File: src/rtl/mmul_pkg.sv
// Shared types and helpers for the systolic tile sequencer.
package mmul_pkg;

    typedef enum logic [2:0] {
        IDLE  = 3'd0,
        CLEAR = 3'd1,
        FEED  = 3'd2,
        FLUSH = 3'd3,
        DRAIN = 3'd4,
        DONE  = 3'd5
    } mmul_state_t;

    // Cycles needed for the last injected beat to reach the far corner PE.
    function automatic int FLUSH_LEN(input int n);
        return 2 * n - 2;
    endfunction

endpackage

File: src/rtl/mmul_step_counter.sv
// Up-counter with synchronous clear and enable; last flags count == limit-1.
module mmul_step_counter #(
    parameter int W = 4
) (
    input  logic         clk,
    input  logic         reset,
    input  logic         clear,
    input  logic         en,
    input  logic [W:0]   limit,
    output logic [W-1:0] count,
    output logic         last
);

    always_ff @(posedge clk or negedge reset) begin
        if (!reset) begin
            count <= '0;
        end else if (clear) begin
            count <= '0;
        end else if (en) begin
            count <= count + W'(1);
        end
    end

    // limit is one bit wider so a limit of 2^W still fits.
    assign last = ({1'b0, count} == (limit - (W+1)'(1)));

endmodule

File: src/rtl/mmul_tile_sequencer.sv
// Control FSM for one output-stationary NxN systolic tile.
//
// state | meaning
// IDLE  | waiting for start, all outputs low
// CLEAR | one cycle zeroing PE accumulators
// FEED  | admitting k_reg column beats from the source
// FLUSH | 2N-2 bubble steps to drain the skew pipeline
// DRAIN | presenting N accumulator rows to the sink
// DONE  | one-cycle completion pulse
module mmul_tile_sequencer
    import mmul_pkg::*;
#(
    parameter int N   = 4,
    parameter int K_W = 16
) (
    input  logic                 clk,
    input  logic                 reset,
    input  logic                 start,
    input  logic [K_W-1:0]       k_len,
    output logic                 busy,
    output logic                 done,
    input  logic                 in_valid,
    output logic                 in_ready,
    output logic                 acc_clear,
    output logic                 feed_en,
    output logic                 feed_bubble,
    output logic                 out_valid,
    input  logic                 out_ready,
    output logic [$clog2(N)-1:0] out_row_sel
);

    localparam int ROW_W = $clog2(N);
    localparam int FL_W  = $clog2(2 * N - 1);
    localparam logic [FL_W:0]  FLUSH_LIMIT = (FL_W+1)'(FLUSH_LEN(N));
    localparam logic [ROW_W:0] ROW_LIMIT   = (ROW_W+1)'(N);

    mmul_state_t state, next_state;
    logic [K_W-1:0]   k_reg;
    logic [K_W-1:0]   beat_cnt;
    logic [FL_W-1:0]  flush_cnt;
    logic [ROW_W-1:0] row_cnt;
    logic beat_en, beat_clr, beat_last;
    logic flush_en, flush_clr, flush_last;
    logic row_en, row_clr, row_last;
    logic unused_cnt;

    assign beat_en   = (state == FEED) && in_valid;
    assign beat_clr  = beat_en && beat_last;
    assign flush_en  = (state == FLUSH);
    assign flush_clr = flush_en && flush_last;
    assign row_en    = (state == DRAIN) && out_ready;
    assign row_clr   = row_en && row_last;

    assign unused_cnt = ^{beat_cnt, flush_cnt};

    mmul_step_counter #(.W(K_W)) u_beat_cnt (
        .clk   (clk),
        .reset (reset),
        .clear (beat_clr),
        .en    (beat_en),
        .limit ({1'b0, k_reg}),
        .count (beat_cnt),
        .last  (beat_last)
    );

    mmul_step_counter #(.W(FL_W)) u_flush_cnt (
        .clk   (clk),
        .reset (reset),
        .clear (flush_clr),
        .en    (flush_en),
        .limit (FLUSH_LIMIT),
        .count (flush_cnt),
        .last  (flush_last)
    );

    mmul_step_counter #(.W(ROW_W)) u_row_cnt (
        .clk   (clk),
        .reset (reset),
        .clear (row_clr),
        .en    (row_en),
        .limit (ROW_LIMIT),
        .count (row_cnt),
        .last  (row_last)
    );

    always_ff @(posedge clk or negedge reset) begin
        if (!reset) begin
            state <= IDLE;
            k_reg <= '0;
        end else begin
            state <= next_state;
            if (state == IDLE && start) begin
                k_reg <= k_len;
            end
        end
    end

    always_comb begin
        next_state  = state;
        busy        = (state != IDLE);
        done        = 1'b0;
        in_ready    = 1'b0;
        acc_clear   = 1'b0;
        feed_en     = 1'b0;
        feed_bubble = 1'b0;
        out_valid   = 1'b0;
        out_row_sel = '0;
        case (state)
            IDLE: begin
                if (start) next_state = CLEAR;
            end
            CLEAR: begin
                acc_clear  = 1'b1;
                // A zero-depth tile skips straight to draining zeroed rows.
                next_state = (k_reg == '0) ? DRAIN : FEED;
            end
            FEED: begin
                in_ready = 1'b1;
                feed_en  = in_valid;
                if (beat_clr) next_state = FLUSH;
            end
            FLUSH: begin
                feed_en     = 1'b1;
                feed_bubble = 1'b1;
                if (flush_last) next_state = DRAIN;
            end
            DRAIN: begin
                out_valid   = 1'b1;
                out_row_sel = row_cnt;
                if (row_clr) next_state = DONE;
            end
            DONE: begin
                done       = 1'b1;
                next_state = IDLE;
            end
            default: next_state = IDLE;
        endcase
    end

endmodule

File: config.mk
export PLATFORM = sky130hd
export DESIGN_NAME = mmul_tile_sequencer
export DESIGN_NICKNAME = d
export VERILOG_FILES = /design/src/rtl/mmul_pkg.sv /design/src/rtl/mmul_step_counter.sv /design/src/rtl/mmul_tile_sequencer.sv
export SDC_FILE = /design/constraint.sdc
export NUM_CORES = 1
export LEC_CHECK = 0
export ABC_AREA = 1
export CAP_MARGIN = 40
export CELL_PAD_IN_SITES_DETAIL_PLACEMENT = 0
export CELL_PAD_IN_SITES_GLOBAL_PLACEMENT = 2
export CORE_ASPECT_RATIO = 2
export CORE_UTILIZATION = 32
export CTS_CLUSTER_DIAMETER = 30
export CTS_CLUSTER_SIZE = 40
export DETAILED_ROUTE_END_ITERATION = 6
export GPL_TIMING_DRIVEN = 1
export PLACE_DENSITY = 0.83
export SLEW_MARGIN = 15
export SYNTH_ARGS = -nofsm -noshare
export SYNTH_HDL_FRONTEND = slang
export SYNTH_SLANG_ARGS = --single-unit
File: constraint.sdc
create_clock -name clk -period 2.28 [get_ports clk]
set_input_delay 0.684 -clock clk [delete_from_list [all_inputs] [get_ports clk]]
set_output_delay 0.684 -clock clk [all_outputs]
set_load 0.03 [all_outputs]
==> results of run 1 <==
-- kinds of logic after synthesis --
kind of cell,Yosys count,share of synthesized area [%]
flops,40,38.9
fa+ha+maj,6,2.92
xor+xnor,19,6.46
simple gates,199,34.0
compound gates,37,7.34
buf+inv,53,7.77
mux,6,2.62
-- routing by layer --
layer / GRT usage (%) / vias up / part of all wire, %
met3: 3.10 / 17 / 2.0
met5: 0 / - / 0
met2: 40.4 / 36 / 59
li1: - / 1231 / -
met1: 16.5 / 1147 / 34
met4: 11.6 / 0 / 4.8
-- worst paths after layout --
check,from,endpoint,slack (ps),depth (start not counted)
worst min-delay path,reset,u_row_cnt.count[0],300,1
worst max register to register,k_reg[7],u_beat_cnt.count[0],200,13
max in group asynchronous,reset,k_reg[3],1500,2
worst min register to register,u_flush_cnt.count[2],u_flush_cnt.count[2],530,2
min in group clk,u_flush_cnt.count[2],u_flush_cnt.count[2],530,2
worst max-delay path,in_valid,feed_en,120,4
-- cell type report --
| class | count | area share, % |
|---|---|---|
| repair buffers | 49 | 13.3 |
| clock buffers | 5 | 3.75 |
| inverters | 50 | 5.70 |
| multi-input cells | 267 | 43.2 |
| clock inverters | 2 | 0.375 |
| flip-flops and latches | 40 | 30.0 |
| well taps | 96 | 3.60 |
-- Yosys cell counts (all sizes together) --
cell type and count:
nor4 1, o211ai 1, nand4 3, dfrtp 40
or2 1, nand3 23, mux2 6, nand2 92
a21oi 16, buf 1, ha 6, inv 50
clkbuf 2, xnor2 5, o21ai 19, xor2 14
nand3b 2, o22ai 1, nor3 10, nor3b 3
nor2 64
-- placed cells by master, fill, tap and decap left out, drive strengths merged --
master,Yosys,final
xnor2,5,5
nand4,3,3
clkinvlp,0,1
nand2,92,92
mux2,6,6
clkdlybuf4s50,0,19
nand3b,2,2
clkbuf,2,5
inv,50,50
o21ai,19,19
dlygate4sd2,0,5
nor3,10,10
a21oi,16,16
nor2,64,64
nand3,23,23
clkinv,0,1
o211ai,1,1
nor4,1,1
nor3b,3,3
buf,1,25
o22ai,1,1
ha,6,6
or2,1,1
xor2,14,14
dfrtp,40,40
-- worst reg2reg max path, stage by stage, from the launching register on --
cell,delay (ps)
dfrtp_1,450
nor2_2,180
nand2_2,110
nor2_4,210
nand2_1,70
nand2_1,60
nand2_1,60
nor2_2,140
nand3_1,80
nor2_1,130
nand2_2,160
buf_4,180
nand3_1,50
o21ai_0,70
-- power by group through the flow --
stage,sequential (mW),clock (mW),combinational [mW]
final,0.881,0.691,0.399
after global routing,0.888,0.739,0.455
after CTS,0.881,0.716,0.405
after detailed placement,0.895,0,0.402
after global placement,0.895,0,0.397
after floorplan,0.849,0,0.269
-- timing repair --
action,in CTS,in global routing
setup endpoints to repair,6,19
resized for setup,7,19
endpoints found under the hold margin,0,0
buffers inserted,0,3
pin swaps,0,3
-- per-stage QoR --
step / hold slack [ps] / instance area [sq um] / cells
final: 298 / 3340 / 509
after global routing: 317 / 3340 / 509
after CTS: 307 / 3250 / 506
after detailed placement: 516 / 3120 / 499
after global placement: 513 / 3120 / 499
after floorplan: 388 / 2580 / 360
==> out/qor.csv, run 1 <==
metric;value;unit
status;finished, final reports clean;
register area share after synthesis;38.9;%
hpwl dp;5930;um
share of post-route cells with drive strength above 1;17.2;%
Setup TNS Final;0;ps
net switching power of the design;632;uW
post-DR vias/cell;4.78;
Fin. Hold Viols;0;
Layout Utilization;42.3;%
Critical Path Max Stage Delay;500;ps
Comb pwr share;20.2;%
unrepaired setup endpoints after global routing;no;
syn_area_per_cell;7.15;sq um
switching fraction of total power;32.1;%
worst skew pair latency;290;ps
Worst setup SP type;input pin;
Die ar.;8430;sq um
post-DR wirelength/cell;14.4;um
fillers;840;
clock share of power;35.1;%
Pwr Total;1.97;mW
mapped cell area;2570;sq um
fmax;0.463;GHz
Worst path top cell family by delay;buffers and inverters;
period utilization;94.7;%
Yosys cell types;30;
crit path DAT;1470;ps
slowest cell on the critical path;clkdlybuf4s50_1;
Reg power frac;44.7;%
Num CTS Buffers;5;
synth top area cells;dfrtp_1 (39%), nand2_1 (13%), nor2_1 (8.6%), inv_1 (6.9%), xor2_1 (4.8%);
GP Congestion;0.839;
setup violators final;0;
vias post-DR;2431;
DRT iter0 DRCs;81;
htree depth;2;
total track usage;19.7;%
CTS max path bufs;2;
diodes inserted;0;
worst path required time;1600;ps
yosys warns;0;
initial core utilization;32.7;%
die height;129;um
Pint;1.34;mW
gr ovfl total;0;
Slew @ Worst Pin;394;ps
VDD IR max;0.355;mV
Syn-to-layout area delta;29.6;%
fin worst setup slack;121;ps
Sink Count;40;
footprint of the multi-input gates;1440;sq um
FP Rows;46;
top cell type's share of synthesized area;38.9;%
Die X;65.4;um
Post-CTS Hold Buffers;0;
Max-cap violations;0;
Crit Path Class;input pin to output pin;
leading area contributor after synthesis;dfrtp_1;
Place WS;-7.41;ps
area occupied by registers;1000;sq um
initial antenna violation count;0;
Leakage;1.65;nW
io pins;30;
core area;7890;sq um
Rel. slew slack;73.5;%
pin count of the biggest net entering global routing;27;
Crit Path Max Fanout;5;
Clock Root Buffer;clkbuf_16;
flops & latches, synth;40;
fin crit period;2160;ps
PD cells;591;nW/um^2
# DRC;0;
post-layout net count;440;
Pre-antenna DRT Iters;4;
final wirelength;7350;um
Antenna Nets Post-Route;0;
Worst-path clk slew;60;ps
first-pass GRT wire length;12200;um
critical path endpoint category;output pin;
CTS tree;built;
Port Buffers;29;
Gate Count Post-Synth;360;
Setup Skew;5.15;ps
worst hold path type;input pin to async pin;
CP Buf/Inv Count;2;
max-slew violations;0;
vias in the first global route;2695;
Post-Syn Nets;387;
CP Cell Sequence;clkdlybuf4s50_1 -> nand2_4 -> nand2_1 -> buf_4;
(Power assumes the default switching activity.)
==> run 2, diff against run 1 <==
--- a/config.mk
+++ b/config.mk
@@ -14,6 +14,7 @@
 export CTS_CLUSTER_DIAMETER = 30
 export CTS_CLUSTER_SIZE = 40
 export DETAILED_ROUTE_END_ITERATION = 6
+export GPL_ROUTABILITY_DRIVEN = 0
 export GPL_TIMING_DRIVEN = 1
 export PLACE_DENSITY = 0.83
 export SLEW_MARGIN = 15
==> results of run 2 <==
Same layout as run 1: the final DEF is identical, and so are final timing and power.
==> run 3, diff against run 2 <==
--- a/config.mk
+++ b/config.mk
@@ -10,11 +10,11 @@
 export CELL_PAD_IN_SITES_DETAIL_PLACEMENT = 0
 export CELL_PAD_IN_SITES_GLOBAL_PLACEMENT = 2
 export CORE_ASPECT_RATIO = 2
+export CORE_MARGIN = 2
 export CORE_UTILIZATION = 32
 export CTS_CLUSTER_DIAMETER = 30
 export CTS_CLUSTER_SIZE = 40
 export DETAILED_ROUTE_END_ITERATION = 6
-export GPL_ROUTABILITY_DRIVEN = 0
 export GPL_TIMING_DRIVEN = 1
 export PLACE_DENSITY = 0.83
 export SLEW_MARGIN = 15
==> run 3 against run 2 <==
Against the previous run: sequential share of layout area up 0.38 points; combinational power down 3%; cell count down 0.59%; setup slack worse by 5.9 ps; sequential power about the same; critical path depth unchanged; fmax down 0.27%; clock-buffer cell count unchanged; non-clock buffer count down 4; register-to-register slack worse by 40 ps; critical endpoint unchanged; highest routed layer unchanged.
==> out/qor.csv, run 3 (same netlist as run 1, synthesis figures left out) <==
metric;value;unit;change
Leakage;1.63;nW;-1.6%
Sink Count;40;;unchanged
Crit Path Max Fanout;5;;unchanged
Fin. Hold Viols;0;;unchanged
worst skew pair latency;290;ps;about the same
Setup Skew;6.02;ps;+0.865 ps
unrepaired setup endpoints after global routing;no;;
Clock Root Buffer;clkbuf_16;;
post-layout net count;436;;-0.91%
crit path DAT;1480;ps;about the same
post-DR vias/cell;4.69;;-1.8%
commonest cells after routing, fill and taps aside;nand2_1 (87), nor2_1 (56), inv_1 (46);;
footprint of the multi-input gates;1420;sq um;-1.8%
post-DR wirelength/cell;14.1;um;-2.4%
fin crit period;2160;ps;+5.95 ps
Antenna Nets Post-Route;0;;unchanged
diodes inserted;0;;unchanged
hold slack;444;ps;+146 ps
# DRC;0;;unchanged
Place WS;-3.58;ps;+3.83 ps
Setup TNS Final;0;ps;unchanged
share of post-route cells with drive strength above 1;14.9;%;-2.3 points
final wirelength;7130;um;-3.0%
vias in the first global route;2566;;-4.8%
io pins;30;;unchanged
fmax;0.462;GHz;-0.27%
Layout Utilization;41.8;%;-0.52 points
fillers;849;;+1.1%
Die ar.;8820;sq um;+4.7%
FP Rows;46;;unchanged
worst hold path type;input pin to async pin;;
period utilization;94.9;%;+0.26 points
worst path required time;1600;ps;about the same
htree depth;2;;unchanged
hpwl dp;5720;um;-3.6%
CP Buf/Inv Count;2;;unchanged
initial core utilization;32.7;%;unchanged
CTS max path bufs;2;;unchanged
CTS tree;built;;
Max-cap violations;0;;unchanged
area occupied by registers;1000;sq um;unchanged
pin count of the biggest net entering global routing;41;;+52%
VDD IR max;0.365;mV;+3.0%
Crit Path Class;input pin to output pin;;
PD cells;635;nW/um^2;+7.4%
status;finished, final reports clean;;
Pre-antenna DRT Iters;5;;+1
Critical Path Max Stage Delay;500;ps;about the same
Worst setup SP type;input pin;;
Port Buffers;29;;unchanged
gr ovfl total;0;;unchanged
max-slew violations;0;;unchanged
DRT iter0 DRCs;88;;+8.6%
Num CTS Buffers;5;;unchanged
Post-CTS Hold Buffers;0;;unchanged
setup violators final;0;;unchanged
slowest cell on the critical path;clkdlybuf4s50_1;;
Slew @ Worst Pin;537;ps;+143 ps
Die X;67.4;um;+3.1%
total track usage;18.6;%;-1.2 points
initial antenna violation count;0;;unchanged
GP Congestion;0.828;;
Worst-path clk slew;60;ps;about the same
critical path endpoint category;output pin;;
first-pass GRT wire length;11900;um;-2.9%
vias post-DR;2374;;-2.3%
core area;7890;sq um;unchanged
Syn-to-layout area delta;28.0;%;
fin worst setup slack;116;ps;-5.95 ps
Rel. slew slack;64.2;%;-9.3 points
Worst path top cell family by delay;buffers and inverters;;
CP Cell Sequence;clkdlybuf4s50_1 -> nand2_4 -> nand2_1 -> buf_4;;
die height;131;um;+1.6%
Pwr Total;2.09;mW;+6.1%
commonest non-fill, non-tap cell in the layout;nand2_1;;
==> run 3: metrics by stage <==
step / cell area (sq um) / instances
floorplan: 2580 / 360
global route: 3300 / 506
detailed placement: 3100 / 498
finish: 3300 / 506
CTS: 3260 / 506
global placement: 3100 / 498
==> run 3: per-layer routing <==
| metal | global-route usage, % | share of wire (%) | up-vias |
|---|---|---|---|
| met5 | 0 | 0 | - |
| met4 | 9.84 | 4.1 | 0 |
| met3 | 3.08 | 2.8 | 14 |
| met2 | 37.3 | 59 | 41 |
| met1 | 16.5 | 34 | 1088 |
| li1 | - | - | 1231 |
==> run 3: path summary, 6_finish.rpt <==
| kind | start | to | slack, ps | cells after the start |
|---|---|---|---|---|
| max | in_valid | feed_en | 120 | 4 |
| min | reset | k_reg[5] | 440 | 2 |
| max reg2reg | k_reg[7] | u_beat_cnt.count[0] | 160 | 13 |
| min reg2reg | u_flush_cnt.count[2] | u_flush_cnt.count[2] | 530 | 2 |
| max in group asynchronous | reset | state[2] | 1420 | 2 |
| min in group clk | u_flush_cnt.count[2] | u_flush_cnt.count[2] | 530 | 2 |
==> run 3: repair_timing <==
action / CTS / global route
pin swaps: 0 / 2
setup endpoints to repair: 5 / 18
setup buffers: 0 / 0
gates resized for setup: 5 / 12
hold endpoints to repair: 0 / 0
==> run 3: layout make-up <==
class / instances / area share (%)
sequential: 40 / 30.4
inverter: 50 / 5.69
clock buffer: 5 / 3.80
clock inverter: 3 / 1.29
tap: 96 / 3.64
timing repair buffer: 45 / 12.2
multi-input combinational: 267 / 43.0
==> run 3: worst reg2reg max path, stage by stage, from the launching register on <==
cell and delay [ps]:
dfrtp_1 440, nor2_1 210, nand2_2 130, nor2_4 220, nand2_1 70, nand2_1 60, nand2_1 50, nor2_1 150
nand3_1 100, nor2_1 130, nand2_2 140, buf_4 180, nand3_1 50, o21ai_0 70
==> run 3: report_power, final <==
group / leakage (nW) / switching (mW) / internal, mW
sequential: 0.467 / 0.108 / 0.775
clock: 0.0798 / 0.304 / 0.515
combinational: 1.08 / 0.227 / 0.163
total: 1.63 / 0.639 / 1.45
